[src/rtl/dmem_pkg.sv]
//------------------------------------------------------------------------------
// Module   : dmem_pkg
// Brief    : Shared types and helpers for the data memory controller.
// Revision : 1.0 - initial release
//------------------------------------------------------------------------------
`default_nettype none

package dmem_pkg;

    typedef enum logic [0:0] {
        DM_INIT = 1'b0,
        DM_RUN  = 1'b1
    } dmem_state_t;

    localparam int BYTE_W = 8;

    function automatic logic [31:0] init_word(input logic [31:0] idx);
        return idx + 32'd1;
    endfunction

endpackage

`default_nettype wire

[src/rtl/dmem_lane.sv]
//------------------------------------------------------------------------------
// Module   : dmem_lane
// Brief    : One byte-wide column of the data memory; sync write, comb read.
// Revision : 1.0 - initial release
//------------------------------------------------------------------------------
`default_nettype none

module dmem_lane
    import dmem_pkg::*;
#(
    parameter int DEPTH = 16,
    parameter int IDX_W = $clog2(DEPTH)
) (
    input  logic              clk,
    input  logic              i_we,
    input  logic [IDX_W-1:0]  i_widx,
    input  logic [BYTE_W-1:0] i_wdata,
    input  logic [IDX_W-1:0]  i_ridx,
    output logic [BYTE_W-1:0] o_rdata
);

    logic [BYTE_W-1:0] r_mem [DEPTH];

    always_ff @(posedge clk) begin
        if (i_we) begin
            r_mem[i_widx] <= i_wdata;
        end
    end

    assign o_rdata = r_mem[i_ridx];

endmodule

`default_nettype wire

[src/rtl/data_mem_ctrl.sv]
//------------------------------------------------------------------------------
// Module   : data_mem_ctrl
// Brief    : Byte-enable data memory with registered read and reset-time init.
//            Optional address checking enabled by DMEM_RANGE_CHECK_EN.
// Revision : 1.0 - initial release
//------------------------------------------------------------------------------
`default_nettype none

module data_mem_ctrl
    import dmem_pkg::*;
#(
    parameter int DATA_W = 32,
    parameter int DEPTH  = 16,
    parameter int ADDR_W = 32
) (
    input  logic                     clk,
    input  logic                     reset,
    input  logic                     mem_write,
    input  logic                     mem_read,
    input  logic [ADDR_W-1:0]        addr,
    input  logic [DATA_W-1:0]        wdata,
    input  logic [(DATA_W/8)-1:0]    byte_en,
    output logic [DATA_W-1:0]        rdata,
    output logic                     rd_valid,
    output logic                     ready,
    output logic                     err
);

    localparam int c_NB    = DATA_W / BYTE_W;
    localparam int c_OFF_W = $clog2(c_NB);
    localparam int c_IDX_W = $clog2(DEPTH);
    localparam logic [c_IDX_W-1:0] c_LAST_IDX = c_IDX_W'(DEPTH - 1);

    dmem_state_t         r_state;
    logic [c_IDX_W-1:0]  r_init_ptr;
    logic [DATA_W-1:0]   r_rdata;
    logic                r_rd_valid;
    logic                r_ready;
    logic                r_err;

    logic                w_init;
    logic                w_flag;
    logic [c_IDX_W-1:0]  w_idx;
    logic [c_IDX_W-1:0]  w_widx;
    logic [DATA_W-1:0]   w_init_word;
    logic [DATA_W-1:0]   w_rd_word;

    assign w_init      = (r_state == DM_INIT);
    // Upper address bits drop out here, so the word index wraps modulo DEPTH.
    assign w_idx       = c_IDX_W'(addr >> c_OFF_W);
    assign w_widx      = w_init ? r_init_ptr : w_idx;
    assign w_init_word = DATA_W'(init_word(32'(r_init_ptr)));

`ifdef DMEM_RANGE_CHECK_EN
    localparam logic [ADDR_W-1:0] c_OFF_MASK = ADDR_W'((1 << c_OFF_W) - 1);
    assign w_flag = ((addr >> (c_OFF_W + c_IDX_W)) != '0) || ((addr & c_OFF_MASK) != '0);
`else
    logic w_unused_addr;
    assign w_unused_addr = ^addr;
    assign w_flag        = 1'b0;
`endif

    for (genvar k = 0; k < c_NB; k++) begin : g_lane
        logic              w_we;
        logic [BYTE_W-1:0] w_wbyte;
        logic [BYTE_W-1:0] w_rbyte;

        assign w_we    = w_init | (mem_write & byte_en[k] & ~w_flag);
        assign w_wbyte = w_init ? w_init_word[k*BYTE_W +: BYTE_W] : wdata[k*BYTE_W +: BYTE_W];

        dmem_lane #(
            .DEPTH (DEPTH),
            .IDX_W (c_IDX_W)
        ) u_lane (
            .clk     (clk),
            .i_we    (w_we),
            .i_widx  (w_widx),
            .i_wdata (w_wbyte),
            .i_ridx  (w_idx),
            .o_rdata (w_rbyte)
        );

        assign w_rd_word[k*BYTE_W +: BYTE_W] = w_rbyte;
    end

    // Lane reads are combinational on the pre-edge array, giving read-first behaviour.
    always_ff @(posedge clk) begin
        if (reset) begin
            r_state    <= DM_INIT;
            r_init_ptr <= '0;
            r_rdata    <= '0;
            r_rd_valid <= 1'b0;
            r_ready    <= 1'b0;
            r_err      <= 1'b0;
        end else begin
            r_rd_valid <= 1'b0;
            r_err      <= 1'b0;
            case (r_state)
                DM_INIT: begin
                    r_init_ptr <= r_init_ptr + 1'b1;
                    if (r_init_ptr == c_LAST_IDX) begin
                        r_state <= DM_RUN;
                        r_ready <= 1'b1;
                    end
                end
                DM_RUN: begin
                    if (mem_read) begin
                        r_rd_valid <= 1'b1;
                        r_rdata    <= w_flag ? '0 : w_rd_word;
                    end
                    r_err <= w_flag & (mem_read | mem_write);
                end
                default: r_state <= DM_INIT;
            endcase
        end
    end

    assign rdata    = r_rdata;
    assign rd_valid = r_rd_valid;
    assign ready    = r_ready;
    assign err      = r_err;

endmodule

`default_nettype wire
[config.mk]
export PLATFORM = sky130hd
export DESIGN_NAME = data_mem_ctrl
export DESIGN_NICKNAME = d
export VERILOG_FILES = /design/src/rtl/dmem_pkg.sv /design/src/rtl/dmem_lane.sv /design/src/rtl/data_mem_ctrl.sv
export SDC_FILE = /design/constraint.sdc
export NUM_CORES = 1
export LEC_CHECK = 0
export BUFFER_PORTS_ARGS = -buffer_cell sky130_fd_sc_hd__buf_2
export CAP_MARGIN = 40
export CORE_ASPECT_RATIO = 0.8
export CORE_MARGIN = 5
export CORE_UTILIZATION = 30
export CTS_CLUSTER_SIZE = 8
export DETAILED_ROUTE_END_ITERATION = 8
export PLACE_DENSITY = 0.5
export SYNTH_ARGS = -nofsm -noshare
export SYNTH_HDL_FRONTEND = slang
export SYNTH_SLANG_ARGS = --single-unit
[constraint.sdc]
create_clock -name clk -period 2.1 [get_ports clk]
set_input_delay 0 -clock clk [delete_from_list [all_inputs] [get_ports clk]]
set_output_delay 0 -clock clk [all_outputs]
set_load 0.1 [all_outputs]
==> impl_metrics.yaml <==
outcome:
  status: "completed"
global_route:
  grt_util_met1: 0.220
  grtUsageTotal: 0.140
  grt_pass1_vias: 11500
  overflow: 0
  grt_max_degree: 33
  antenna_found_initial: 0
  met2_usage: 0.196
  use_met3: 0.0342
  grt_first_pass_wirelength_um: 80200
  grt-busiest-layer: "met1"
floorplan:
  start_util: 0.303
  fp-row-count: 87
  die_x_um: 308
  dieHeight_um: 249
  io_pins: 107
  design.core.area_um2: 70500
  die-area_um2: 76700
detailed_routing:
  routed_via_density: 4.88
  drt_iter0_markers: 961
  totalWireLength_um: 54000
  wl_per_cell_um: 23.2
  ant_nets: 0
  drc: 0
  first_pass_iters: 5
  num_vias: 11400
critical_path:
  r2r_slack_ps: 100
  reg2reg_depth: 6
  crit_start: "r_init_ptr[1]"
  end_kind: "register"
  worstPathArrival_ps: 2290
  cp.required_ps: 2380
  reg2reg_from: "r_init_ptr[1]"
  endpoint: "g_lane[1].u_lane.r_mem[3][4]"
  startpoint_type: "register"
  crit_type: "register to register"
  cp_max_fo: 8
  r2r-end: "g_lane[1].u_lane.r_mem[3][4]"
place:
  place_area_um2: 23600
  port-buffer-count: 77
  place_ws_ps: -135
  dpl.hpwl_um: 34300
  globalplace.congestion: 0.833
power:
  ir_drop_mv: 0.502
  clkPwrFrac: 0.466
  pwr-share-comb: 0.045
  p_int_w: 0.0198
  seq_power_share: 0.489
  p_sw_frac: 0.207
  p_leak_nw: 9.06
  p_per_area_nw_per_um2: 960
  p_sw_w: 0.00517
run:
  maxCapViolCount: 0
yosys:
  synthDistinctLibCells: 42
  avgSynthCellArea_um2: 19.2
  synth_top_area_frac: 0.720
  yosysTopAreaCell: "edfxtp_1"
  synth-seq-cells: 551
  ys_top_cells_by_area: "edfxtp_1, mux4_2, dfxtp_1"
  syn-num-nets: 1187
  ys_warn_count: 0
  synth-seq-area-share: 0.756
  synthCells: 1114
  synth_area_um2: 21400
cells_and_area:
  layout_common_cells: "edfxtp_1, buf_4, mux4_2"
  final_nets: 1405
  synthToLayoutAreaGrowth_pct: 21.9
  final_common_cell: "edfxtp_1"
  n_antenna_cell: 0
  drive_gt1_frac: 0.306
  fillCellCount: 6542
  design_area_um2: 26000
sta:
  min_period_ps: 2000
  setup_ws_ps: 95.9
  clock_skew_ps: 14.9
  rsz0062_at_grt: "false"
  final-hold-violation-count: 0
  timing.fmax_ghz: 0.499
  finalMaxSlewViolations: 0
  worstMarginPinSlew_ps: 881
  setup_violations: 0
  slew-limit-headroom: 0.409
  hold_ws_ps: 43.9
  timing.final.crit_share: 0.954
clock_tree:
  clockRootBuffer: "clkbuf_16"
  h-tree-depth: 3
  clkTransAtPathRegs_ps: 50
  clk_path_buf_depth: 3
  cts_tree: "yes"
  cts_made_buffers: 78
  clk_latency_ps: 600
  clkSinkCount: 551
worst_hold_path:
  hold_path_startpoint: "wdata[27]"
  hp-class: "input port to register"
## layout make-up
| type | count | area, um^2 | share of cell area |
|---|---|---|---|
| clock buffer | 137 | 2240 | 0.0860 |
| multi-input combinational | 491 | 4860 | 0.187 |
| inverter | 2 | 7.51 | 0.000288 |
| tap | 934 | 1170 | 0.0449 |
| timing repair buffer | 208 | 1550 | 0.0597 |
| clock inverter | 4 | 35.0 | 0.00135 |
| sequential | 551 | 16200 | 0.621 |
## power by group through the flow
| stage | sequential, W | clock (W) | combinational [W] |
|---|---|---|---|
| 2_1_floorplan | 0.0124 | 0 | 0.000703 |
| 3_3_place_gp | 0.0124 | 0 | 0.00112 |
| 3_5_place_dp | 0.0124 | 0 | 0.00112 |
| 4_1_cts | 0.0122 | 0.0120 | 0.00114 |
| 5_1_grt | 0.0122 | 0.0125 | 0.00121 |
| 6_report | 0.0122 | 0.0116 | 0.00113 |
## stage by stage
| step | cells | power [W] | utilization | setup TNS (ps) |
|---|---|---|---|---|
| after floorplan | 1114 | 0.0131 | - | 0 |
| after global placement | 2178 | 0.0135 | 0.335 | -3490 |
| after detailed placement | 2178 | 0.0135 | 0.335 | -13590 |
| after CTS | 2327 | 0.0253 | 0.368 | 0 |
| after global routing | 2327 | 0.0259 | 0.369 | 0 |
| final | 2327 | 0.0250 | 0.369 | 0 |
## critical path, cell delays in order (launching register included)
cell,delay [ps]
dfxtp_1,510
nand2_1,90
o21ai_1,320
nand2_1,200
buf_4,190
nor2_1,140
buf_4,240
## cell usage after synthesis (all sizes together)
master / instances
edfxtp: 512
o31ai: 2
mux4: 95
a221oi: 31
a32o: 1
dfxtp: 39
o2bb2ai: 1
a2111oi: 1
inv: 2
nor2: 73
clkbuf: 42
nor3: 1
nand3: 4
o21ai: 37
a22oi: 31
a21o: 2
ha: 1
nand4bb: 1
conb: 1
and2: 28
nor2b: 3
buf: 28
a221o: 1
nand3b: 1
a21oi: 9
nand2b: 2
nand2: 59
or3: 3
o211a: 1
mux2: 31
mux2i: 66
o32ai: 1
xor2: 2
xnor2: 2
## per-layer routing
layer | up-vias | wire (um)
met4 | 0 | 914
met3 | 75 | 3120
met2 | 334 | 23200
met1 | 5993 | 26700
li1 | 4950 | -
met5 | - | 0
## state kept, by name, indices dropped and copies added, names as in the netlist
| name | cells |
|---|---|
| r_init_ptr | 4 |
| ready | 1 |
| rdata | 32 |
| rd_valid | 1 |
| g_lane.u_lane.r_mem | 512 |
| r_state | 1 |
## cells by family after synthesis
logic type	share of synthesized area
simple gates	0.0358
flops	0.756
mux	0.147
compound gates	0.0387
xor+xnor	0.00164
buf+inv	0.0193
fa+ha+maj	0.000586
other cells	0.000176
## worst min path at each step
stage	end	slack (ps)	depth (start not counted)
2_1_floorplan	rd_valid	140	2
3_3_place_gp	ready	350	2
3_5_place_dp	ready	360	2
4_1_cts	g_lane[3].u_lane.r_mem[4][3]	20	2
5_1_grt	g_lane[3].u_lane.r_mem[13][3]	50	2
6_report	g_lane[3].u_lane.r_mem[11][3]	40	2
## timing repair
action                                 in CTS  in global routing
hold buffers                                8                  0
resized for setup                           5                  6
setup endpoints to repair                 128                294
endpoints found under the hold margin     103                  0
buffers inserted                            0                  0
Power figures use the tool's default switching activity.
